[config.mk]
export PLATFORM = sky130hd
export DESIGN_NAME = sd_serializer
export DESIGN_NICKNAME = d
export VERILOG_FILES = /design/src/rtl/sd_serializer.sv
export SDC_FILE = /design/constraint.sdc
export NUM_CORES = 1
export LEC_CHECK = 0
export BUFFER_PORTS_ARGS = -buffer_cell sky130_fd_sc_hd__buf_2
export CAP_MARGIN = 20
export CORE_UTILIZATION = 30
export DETAILED_ROUTE_END_ITERATION = 10
export PLACE_DENSITY_LB_ADDON = 0.05
export SLEW_MARGIN = 5
export SYNTH_ARGS = -nofsm -noshare
export SYNTH_HDL_FRONTEND = slang
export SYNTH_SLANG_ARGS = --single-unit
[constraint.sdc]
create_clock -name clk -period 4.78 [get_ports clk]
set_input_delay 0.956 -clock clk [delete_from_list [all_inputs] [get_ports clk]]
set_output_delay 0.956 -clock clk [all_outputs]
set_load 0.005 [all_outputs]
[src/rtl/sd_serializer.sv]
// ---------------------------------------------------------------------------
// sd_serializer
//
// Parallel-to-serial front end for the sequence-detector chain. Words arrive
// over a valid/ready handshake and are emitted one bit per clock on a
// registered serial output. A one-word holding buffer lets consecutive words
// stream with no idle bit between them.
//
// Parameters:
//   WIDTH      bits per word (2 or more)
//   MSB_FIRST  1: bit WIDTH-1 is sent first, 0: bit 0 is sent first
//   IDLE_BIT   value driven on sout while no word is being sent
//
// Ports:
//   clk        rising-edge clock
//   reset      asynchronous, active-high reset
//   in_data    word to serialize, sampled only on the accept edge
//   in_valid   in_data is valid this cycle
//   in_ready   a word can be accepted this cycle (combinational)
//   sout       registered serial bit, drives the detector din
//   bit_valid  registered, sout carries a data bit
//   word_done  registered, high together with the last bit of each word
//   busy       registered, a word is shifting or held
// ---------------------------------------------------------------------------
module sd_serializer #(
   parameter int WIDTH     = 8,
   parameter bit MSB_FIRST = 1'b1,
   parameter bit IDLE_BIT  = 1'b0
) (
   input  logic             clk,
   input  logic             reset,
   input  logic [WIDTH-1:0] in_data,
   input  logic             in_valid,
   output logic             in_ready,
   output logic             sout,
   output logic             bit_valid,
   output logic             word_done,
   output logic             busy
);

   localparam int CW = $clog2(WIDTH);

   typedef enum logic {
      ST_IDLE  = 1'b0,
      ST_SHIFT = 1'b1
   } state_t;

   state_t           r_state;
   logic [WIDTH-1:0] r_shift;
   logic [CW-1:0]    r_count;
   logic [WIDTH-1:0] r_hold;
   logic             r_holdFull;
   logic             r_sout;
   logic             r_bitValid;
   logic             r_wordDone;
   logic             r_busy;

   state_t           w_state;
   logic [WIDTH-1:0] w_shift;
   logic [CW-1:0]    w_count;
   logic [WIDTH-1:0] w_hold;
   logic             w_holdFull;
   logic             w_sout;
   logic             w_bitValid;
   logic             w_wordDone;
   logic             w_busy;

   logic             w_accept;
   logic             w_lastBit;
   logic             w_shifterFree;
   logic             w_loadFromHold;
   logic             w_loadDirect;
   logic             w_load;
   logic             w_toHold;
   logic [WIDTH-1:0] w_loadWord;
   logic [WIDTH-1:0] w_advWord;

   // Bit that goes on the wire first for a word sitting in the shifter.
   function automatic logic firstBit(input logic [WIDTH-1:0] word);
      return MSB_FIRST ? word[WIDTH-1] : word[0];
   endfunction

   // Shifter contents after the presented bit has been consumed.
   function automatic logic [WIDTH-1:0] advanceWord(input logic [WIDTH-1:0] word);
      return MSB_FIRST ? {word[WIDTH-2:0], 1'b0} : {1'b0, word[WIDTH-1:1]};
   endfunction

   // Ready only depends on the holding buffer; space freed this cycle is not
   // passed through, which keeps in_ready free of any path from in_valid.
   assign in_ready = !r_holdFull && !reset;

   // r_count holds the number of bits still to come after the one on sout,
   // so zero in SHIFT means the last bit is being presented right now.
   assign w_accept       = in_valid && in_ready;
   assign w_lastBit      = (r_state == ST_SHIFT) && (r_count == '0);
   assign w_shifterFree  = (r_state == ST_IDLE) || w_lastBit;
   assign w_loadFromHold = w_lastBit && r_holdFull;
   assign w_loadDirect   = w_accept && w_shifterFree;
   assign w_toHold       = w_accept && !w_shifterFree;
   assign w_load         = w_loadFromHold || w_loadDirect;
   assign w_loadWord     = w_loadFromHold ? r_hold : in_data;
   assign w_advWord      = advanceWord(r_shift);

   // State register plus every registered output; all of them follow the
   // next-state values so reset forces the idle picture immediately.
   always_ff @(posedge clk or posedge reset) begin
      if (reset) begin
         r_state    <= ST_IDLE;
         r_shift    <= '0;
         r_count    <= '0;
         r_hold     <= '0;
         r_holdFull <= 1'b0;
         r_sout     <= IDLE_BIT;
         r_bitValid <= 1'b0;
         r_wordDone <= 1'b0;
         r_busy     <= 1'b0;
      end else begin
         r_state    <= w_state;
         r_shift    <= w_shift;
         r_count    <= w_count;
         r_hold     <= w_hold;
         r_holdFull <= w_holdFull;
         r_sout     <= w_sout;
         r_bitValid <= w_bitValid;
         r_wordDone <= w_wordDone;
         r_busy     <= w_busy;
      end
   end

   // Next-state logic. A load (from hold or directly from the input) takes
   // priority and restarts the shifter with the new word's first bit, which
   // is what lets words chain with no gap. The held word always wins over the
   // input at the last bit because in_ready is low while hold is full.
   always_comb begin
      w_state    = r_state;
      w_shift    = r_shift;
      w_count    = r_count;
      w_hold     = r_hold;
      w_holdFull = r_holdFull;
      w_sout     = r_sout;
      w_bitValid = r_bitValid;
      w_wordDone = 1'b0;

      case (r_state)
         ST_IDLE: begin
            if (w_load) begin
               w_state    = ST_SHIFT;
               w_shift    = w_loadWord;
               w_sout     = firstBit(w_loadWord);
               w_count    = CW'(WIDTH - 1);
               w_bitValid = 1'b1;
            end else begin
               w_sout     = IDLE_BIT;
               w_bitValid = 1'b0;
            end
         end
         ST_SHIFT: begin
            if (w_load) begin
               w_shift    = w_loadWord;
               w_sout     = firstBit(w_loadWord);
               w_count    = CW'(WIDTH - 1);
               w_bitValid = 1'b1;
            end else if (!w_lastBit) begin
               w_shift    = w_advWord;
               w_sout     = firstBit(w_advWord);
               w_count    = r_count - CW'(1);
               w_bitValid = 1'b1;
               w_wordDone = (r_count == CW'(1));
            end else begin
               w_state    = ST_IDLE;
               w_sout     = IDLE_BIT;
               w_bitValid = 1'b0;
            end
         end
         default: begin
            w_state    = ST_IDLE;
            w_sout     = IDLE_BIT;
            w_bitValid = 1'b0;
         end
      endcase

      if (w_loadFromHold) begin
         w_holdFull = 1'b0;
      end
      if (w_toHold) begin
         w_hold     = in_data;
         w_holdFull = 1'b1;
      end

      w_busy = w_bitValid || w_holdFull;
   end

   assign sout      = r_sout;
   assign bit_valid = r_bitValid;
   assign word_done = r_wordDone;
   assign busy      = r_busy;

endmodule
---- After elaboration in Yosys (flattened, before gate mapping) ----
Index checks and enable logic that the tools add are counted.
word-level totals
  bits in read-only memories .............. 0
  memory bits (writable) .................. 0
  bits in latches ......................... 0
  memories kept ........................... 0
  register bits ........................... 23
  input port bits ......................... 11
cells by class
  multipliers ............................. 0
  shifts and indexed selects .............. 0
  equality and inequality tests ........... 3
  order comparisons ....................... 0
  bitwise logic cells ..................... 1
  multiplexer cells ....................... 22
  add/subtract/negate cells ............... 1
  div/mod/pow operators ................... 0
  reduce and logical (&&, ||, !) cells .... 14
operators with widths
  kind                 count
  $mux 7               3
  $pmux 7 s2           1
  $mux 1               11
  $mux 3               3
  $mux 8               1
  $logic_and 1x1->1    6
  $pmux 3 s2           1
  $pmux 1 s2           2
  $eq 3x1->1 const B   1
  $logic_not 1->1      3
  $logic_not 3->1      1
  $logic_or 1x1->1     3
  $ne 3x2->1 const B   1
  $sub 3x1->3 const B  1
  $ne 2x2->1 const B   1
  $reduce_and 2->1     1
  $not 1->1            1

---- Depth between registers and ports, before layout ----
Gate-level depths: netlist of run 1.
  word-level depth ........................ 8
  gate-level depth with buffers ........... 7

---- Worst setup path after synthesis of run 1 ----
OpenSTA, ideal clock, no wires.
  path kind ............................... input to output
  start ................................... input port reset
  end ..................................... output port in_ready
  cell stages on the path ................. 1
  slack ................................... 2.773 ns
  data required time ...................... 3.824 ns
  arrival time ............................ 1.051 ns
  cells stage by stage .................... nor2_1
between the ends
  word-level cells in the longest chain between the ends .. 2
RTL lines
  element                    RTL line  source
  from (decl)                31        input logic reset,
  $logic_not 1->1 (no line)  n/a
  $logic_and 1x1->1          90        assign in_ready = !r_holdFull && !reset;
  to (decl)                  34        output logic in_ready,
Every way passes these cells.

---- Final worst setup path of run 1 ----
Same ends and word-level chain as after synthesis.

==> results of run 1 <==
-- layer usage --
| metal | part of all wire [%] | wire length, um | global-route usage, % |
|---|---|---|---|
| met1 | 50 | 1103 | 17.77 |
| met2 | 47 | 1029 | 18.82 |
| met3 | 2.3 | 51 | 2.143 |
| met4 | 1.0 | 22 | 5.000 |
| met5 | 0 | 0 | 0 |
-- flip-flops by register name, indices dropped and copies added, names as in the netlist --
signal      cells
bit_valid       1
busy            1
r_count         3
r_hold          8
r_holdFull      1
r_shift         7
sout            1
word_done       1
-- stage by stage --
stage | cells | utilization (%) | total power (uW)
final | 163 | 36.40 | 381.5
after global placement | 158 | 34.40 | 257.5
after detailed placement | 158 | 34.40 | 258.8
after floorplan | 99 | - | 245.7
after CTS | 162 | 35.65 | 384.8
after global routing | 163 | 36.40 | 406.1
-- worst max-delay path: cells and delay by family --
kind	cells	cell delay (ns)
buffers and inverters	2	0.23
AND/OR/NAND/NOR	1	0.07
-- power by group through the flow --
stage               Sequential, uW  Clock (uW)  Combinational, uW
detailed placement             218           0               40.9
CTS                            214         130               41.0
finish                         214         126               42.3
floorplan                      215           0               30.5
global placement               217           0               40.1
global route                   216         141               49.2
-- worst max-delay path by stage --
stage / startpoint / to / slack, ns / depth (start not counted)
2_1_floorplan: reset / in_ready / 2.77 / 1
6_report: reset / in_ready / 2.56 / 3
5_1_grt: reset / in_ready / 2.48 / 3
3_3_place_gp: reset / in_ready / 2.57 / 3
3_5_place_dp: in_valid / r_shift[2] / 2.56 / 4
4_1_cts: reset / in_ready / 2.56 / 3
-- synthesized netlist by cell type (all sizes together) --
| cell | n |
|---|---|
| dfrtp | 23 |
| mux2 | 13 |
| nand2 | 9 |
| o21ai | 9 |
| mux2i | 8 |
| inv | 5 |
| buf | 4 |
| a22oi | 3 |
| ha | 3 |
| nor2 | 3 |
| a21oi | 2 |
| and2 | 2 |
| and3 | 2 |
| nand2b | 2 |
| nand3 | 2 |
| nor3b | 2 |
| a31o | 1 |
| a31oi | 1 |
| and4b | 1 |
| nand3b | 1 |
| nor2b | 1 |
| o2bb2ai | 1 |
| or3b | 1 |
-- cell type report --
| type | instances | area, sq um | share of cell area (%) |
|---|---|---|---|
| clock inverters | 1 | 5.005 | 0.3728 |
| repair buffers | 16 | 102.6 | 7.642 |
| multi-input cells | 67 | 539.3 | 40.17 |
| inverters | 5 | 18.77 | 1.398 |
| well taps | 48 | 60.06 | 4.473 |
| clock buffers | 3 | 41.29 | 3.075 |
| flip-flops and latches | 23 | 575.6 | 42.87 |
-- cell families after synthesis --
kind of cell	count (synthesis)
flops	23
simple gates	26
compound gates	17
buf+inv	9
mux	21
fa+ha+maj	3
-- cell usage in the layout (no fill, tap or decap), drive strengths merged --
cell / n
and2: 2
or3b: 1
nand2: 9
mux2: 13
nand3b: 1
mux2i: 8
dfrtp: 23
and4b: 1
nand3: 2
clkbuf: 3
nor2: 3
buf: 16
inv: 5
ha: 3
nand2b: 2
clkinv: 1
nor2b: 1
and3: 2
o21ai: 9
a22oi: 3
a21oi: 2
o2bb2ai: 1
a31oi: 1
nor3b: 2
a31o: 1
==> summary.md, run 1 <==
| Metric | Value |
|---|---|
| Worst reg2reg path endpoint | r_shift[2] |
| Critical R2R Launch | r_count[0] |
| WS Path Type | in2out |
| R2R Setup Slk | 2.76 ns |
| Cell area after synthesis | 1165 sq um |
| Setup_tns | 0 ns |
| Synth area leaders | dfrtp_1, mux2_2, mux2i_1 |
| Layout cell share with drive strength beyond 1 | 30.43% |
| Slowest cell on the critical path | buf_2 |
| Slew HR | 48.76% |
| CP Data Required Time | 3.82 ns |
| Largest family of logic cells by synthesized area | multiplexers |
| First-pass GRT wire length | 3857 um |
| Reg2reg path depth | 5 |
| Mux contribution to synthesized area | 19.44% |
| Sw Share | 25.39% |
| Core Box Area | 3689 sq um |
| Hold buffers post-CTS | 0 |
| Die width | 64.31 um |
| Final nets | 130 |
| Synth area leader | dfrtp_1 |
| Max-Cap Viols | 0 |
| Final setup vio count | 0 |
| Post-CTS setup buffer count | 0 |
| Placement Cell Area | 1269 sq um |
| Hold Crit Class | reg2reg |
| Outcome | completed |
| RSZ-0062 raised after global routing | false |
| Row cnt | 22 |
| Fin crit period | 2.218 ns |
| #FFs+latches synth | 23 |
| P_sw | 96.88 uW |
| Actual slew at the worst max-slew pin | 0.7687 ns |
| Vias in the first global route | 756 |
| I/O Buffers | 15 |
| Grt total ovfl | 0 |
| Sink Count | 23 |
| DRT iter0 DRCs | 25 |
| Number of buffers created by CTS | 3 |
| Crit path largest cell delay | 0.12 ns |
| Cells along the critical path | buf_2, nor2_1, buf_2 |
| Seq pwr share | 56.0% |
| Resized cells post-CTS | 0 |
| Initial antenna violation count | 0 |
| Synth warn | 0 |
| CP max FO | 4 |
| Gr usage total | 12.57% |
| Fill count | 375 |
| Seq/Total Area, Yosys | 49.41% |
| Final Cycle Share | 46.40% |
| Clk_lat worst skew | 0.26 ns |
| GPL Wtd Cong | 0.7622 |
| Post-DP HPWL | 1511 um |
| Final hold violations | 0 |
| Max VDD drop | 102.9 uV |
| Syn Nets | 113 |
| Pre-CTS setup slack | 2.563 ns |
| Most used cell, CP | buf_2 |
| Critical Path Start Type | input port |
| Hold path startpoint | r_shift[4] |
| Count of pins over their slew limit | 0 |
| Vias | 742 |
| Hold path cells | 2 |
| Pre-Repair DR Iteration Count | 3 |
| Top cell type's share of synthesized area | 49.41% |
| Crit end category | output pin |
| Pint | 284.7 uW |
| Mean Syn Cell Area | 11.77 sq um |
| Drt total wl | 2207 um |
| CTS clk-pin slew, worst paths | 0.09 ns |
| Wirelength per Cell | 13.54 um |
| # DRC | 0 |
| Starting density of the core | 31.58% |
| Simple-Gate Fraction of Synth Area | 13.75% |
| Final instance area | 1343 sq um |
| Lkg Pwr | 0.0006774 uW |
| Compound-Gate Fraction of Synth Area | 9.882% |
| Largest net degree at the start of global routing | 24 |
| Min-Delay Endpoint | r_shift[4] |
| Die Area | 4136 sq um |
| Cell count after synthesis | 99 |
| Layout overhead on the synthesized area | 15.25% |
| Maximum root-to-sink buffer count | 2 |
| WP data arrival | 1.26 ns |
| P per Cell Area | 284.2 nW/um^2 |
| Hold WS | 0.4920 ns |
| Vias per inst | 4.552 |
| # IOs | 16 |
| Die Y | 64.31 um |
| Clk pwr share | 32.9% |
| Setup slack after layout | 2.562 ns |
| Diodes inserted | 0 |
| Clock root cell | clkbuf_8 |
| Clock Skews | 0.003232 ns |
| Distinct cells, synth | 31 |
| Xor and xnor fraction of the mapped netlist area | 0% |
| CTS tree | yes |
| Post-route ant nets | 0 |
| Gate power share | 11.1% |
| Adder and majority cell fraction of the synthesized area | 3.222% |
| Max Freq | 450.8 MHz |
| Htree depth | 1 |
No activity file was read; power rests on OpenSTA's default activity.
==> run 2, diff against run 1 <==
ABC_AREA = 1   (was default)
clock period = 1.9 ns   (was 4.78 ns; I/O delays follow)
==> run 2 against run 1 <==
Against the previous run: core utilization increased by 0.60 points; global-route usage is 2.3 points higher; final area grew 3.9%; critical path depth grew 3; worst hold slack got worse by 0.27 ns; via count is 42% higher; sequential power grew to 4.0 times the previous value; sequential share of layout area down 1.6 points; first-iteration DRC count rose to 2.6 times the previous value; non-clock buffer count up 2; clock power rose to 2.5 times the previous value; setup slack got worse by 2.3 ns; critical path type is now reg2reg; critical endpoint is now r_hold[0]; highest routed layer unchanged.
==> summary.md, run 2 <==
| Metric | Value |
|---|---|
| Outcome | completed |
| Vias per inst | 4.722 (+3.7%) |
| Gr usage total | 14.90% (+2.3 points) |
| Fraction of registers with async set/reset | 100.0% (unchanged) |
| Commonest non-fill, non-tap cell in the layout | nand2_1 |
| Distinct cells, synth | 22 (-29%) |
| Number of flip-flops in the largest register | 8 (unchanged) |
| Diodes inserted | 0 (unchanged) |
| Syn Nets | 171 (+51%) |
| P per Cell Area | 1512 nW/um^2 (+430%) |
| Hold Crit Class | in2async |
| Post-CTS setup buffer count | 0 (unchanged) |
| Cells along the critical path | inv_1, ha_1, nand2_1, nand2_2, nor2_2, o21ai_0 |
| Starting density of the core | 32.15% (+0.57 points) |
| Top cell type's share of synthesized area | 47.47% (-1.9 points) |
| Wirelength per Cell | 12.32 um (-9.0%) |
| CP Data Required Time | 2.04 ns (-1.78 ns) |
| CP max FO | 14 (+10) |
| CTS clk-pin slew, worst paths | 0.09 ns (about the same) |
| Clock root cell | clkbuf_8 |
| Most frequent cells after synthesis | nand2_1, inv_1, dfrtp_1 |
| Cell area after synthesis | 1212 sq um (+4.1%) |
| # DRC | 0 (unchanged) |
| #FFs+latches synth | 23 (unchanged) |
| Sink Count | 23 (unchanged) |
| Slowest cell on the critical path | nor2_2 |
| Count of pins over their slew limit | 0 (unchanged) |
| CTS tree | yes |
| Crit end category | register |
| Sw Share | 42.98% (+18 points) |
| Seq pwr share | 40.3% (-16 points) |
| Hold buffers post-CTS | 0 (unchanged) |
| Post-DP HPWL | 2063 um (+36%) |
| Pre-Repair DR Iteration Count | 4 (+1) |
| I/O Buffers | 15 (unchanged) |
| Max-Cap Viols | 0 (unchanged) |
| Cell count after synthesis | 157 (+59%) |
| Synth area leaders | dfrtp_1, nand2_1, inv_1 |
| Clk_lat worst skew | 0.27 ns (about the same) |
| Clk pwr share | 15.1% (-18 points) |
| Mean Syn Cell Area | 7.722 sq um (-34%) |
| Post-synth EDFFs | 0 (unchanged) |
| P_sw | 906.8 uW (+840%) |
| Synth warn | 0 (unchanged) |
| R2R Setup Slk | 0.23 ns (-2.53 ns) |
| Maximum root-to-sink buffer count | 2 (unchanged) |
| Biggest register | r_hold |
| Lkg Pwr | 0.0007656 uW (+13%) |
| Drt total wl | 2748 um (+25%) |
| Most frequent cell after synthesis | nand2_1 |
| Seq/Total Area, Yosys | 47.47% (-1.9 points) |
| Gate power share | 44.6% (+34 points) |
| Max VDD drop | 585.9 uV (+470%) |
| Fill count | 391 (+4.3%) |
| Final hold violations | 0 (unchanged) |
| Synth area leader | dfrtp_1 |
| Layout overhead on the synthesized area | 15.07% |
| Crit path max-delay family | simple AND/OR/NAND/NOR gates |
| Fin crit period | 1.669 ns |
| Final non-filler cell total | 223 (+37%) |
| Vias in the first global route | 1,021 (+35%) |
| Slew HR | 67.90% (+19 points) |
| Layout cell share with drive strength beyond 1 | 18.86% (-12 points) |
| Final nets | 190 (+46%) |
| CP bufs+invs | 1 (-1) |
| Critical Path Start Type | register |
| Vias | 1,053 (+42%) |
| Total power draw | 2110 uW (+450%) |
| Number of buffers created by CTS | 3 (unchanged) |
| Biggest registers after layout | r_hold (8), r_shift (7), r_count (3) |
| # IOs | 16 (unchanged) |
| Resized cells post-CTS | 0 (unchanged) |
| RSZ-0062 raised after global routing | false |
| Final instance area | 1395 sq um (+3.9%) |
| Placement Cell Area | 1349 sq um (+6.3%) |
| WS Path Type | reg2reg |
| Post-route ant nets | 0 (unchanged) |
| Grt total ovfl | 0 (unchanged) |
| Die width | 65.57 um (+2.0%) |
| DRT iter0 DRCs | 66 (+160%) |
| Die Area | 4299 sq um (+4.0%) |
| Core Box Area | 3771 sq um (+2.2%) |
| Final setup vio count | 0 (unchanged) |
| Most frequent cells in the layout | nand2_1, inv_1, dfrtp_1 |
| Die Y | 65.57 um (+2.0%) |
| Htree depth | 1 (unchanged) |
| WP data arrival | 1.81 ns (+0.55 ns) |
| Actual slew at the worst max-slew pin | 0.4810 ns (-0.2877 ns) |
| Cell count after placement | 219 (+39%) |
| Initial antenna violation count | 0 (unchanged) |
| Crit path largest cell delay | 0.44 ns (+0.32 ns) |
| Largest net degree at the start of global routing | 24 (unchanged) |
| GPL Wtd Cong | 0.8147 (+6.9%) |
| First-pass GRT wire length | 4671 um (+21%) |
| Final Cycle Share | 87.86% |
| Clock Skews | 0.006610 ns (+0.003378 ns) |
| Max Freq | 599.1 MHz |
| Post-synth top flop | dfrtp_1 |
| Row cnt | 22 (unchanged) |
| Setup_tns | 0 ns (unchanged) |
| Pint | 1203 uW (+320%) |
-- run 2: area by class of cell --
class                           instances  area, sq um  share of cell area [%]
Clock buffer                            3        41.29                   2.960
Timing Repair Buffer                   18        97.59                   6.996
Tap cell                               48        60.06                   4.305
Inverter                               31        116.4                   8.341
Clock inverter                          1        5.005                  0.3587
Multi-Input combinational cell         99        499.2                   35.78
Sequential cell                        23        575.6                   41.26
-- run 2: power by group through the flow --
stage / combinational (uW) / clock, uW / sequential (uW)
after floorplan: 720 / 0 / 819
after global routing: 1100 / 356 / 879
after CTS: 957 / 334 / 850
after detailed placement: 953 / 0 / 859
after global placement: 946 / 0 / 864
final: 941 / 318 / 851
-- run 2: path summary, 6_finish.rpt --
path,from,to,cells past startpoint
max,r_count[0],r_hold[0],6
min,reset,word_done,3
max reg2reg,r_count[0],r_hold[0],6
min reg2reg,r_shift[5],r_shift[5],2
max in group asynchronous,reset,r_hold[4],3
min in group clk,in_data[1],r_hold[1],3
-- run 2: logic make-up after synthesis --
logic type | synth area share (%)
adders and majority gates | 3.096
DFF | 47.47
buffers and inverters | 11.35
and+or+nand+nor | 30.96
AOI/OAI and AO/OA | 7.121
-- run 2: metal layers --
layer	GRT usage, %	up-vias	routed length, um
li1	-	533	-
met5	0	-	0
met1	18.11	493	1282
met3	4.340	6	115
met4	6.250	0	55
met2	24.36	21	1294
-- run 2: through the flow --
| stage | util, % | worst slack (ns) | hold slack [ns] |
|---|---|---|---|
| final | 36.99 | 0.2307 | 0.2265 |
| after floorplan | - | 0.1591 | 0.3981 |
| after global routing | 36.99 | 0.07487 | 0.2690 |
| after CTS | 36.99 | 0.2191 | 0.2428 |
| after global placement | 35.77 | 0.3045 | 0.4666 |
| after detailed placement | 35.77 | 0.2193 | 0.4653 |
-- run 2: tightest hold or removal path, delay by kind of cell --
| family | cells | cell delay [ns] |
|---|---|---|
| buffers and inverters | 3 | 0.51 |
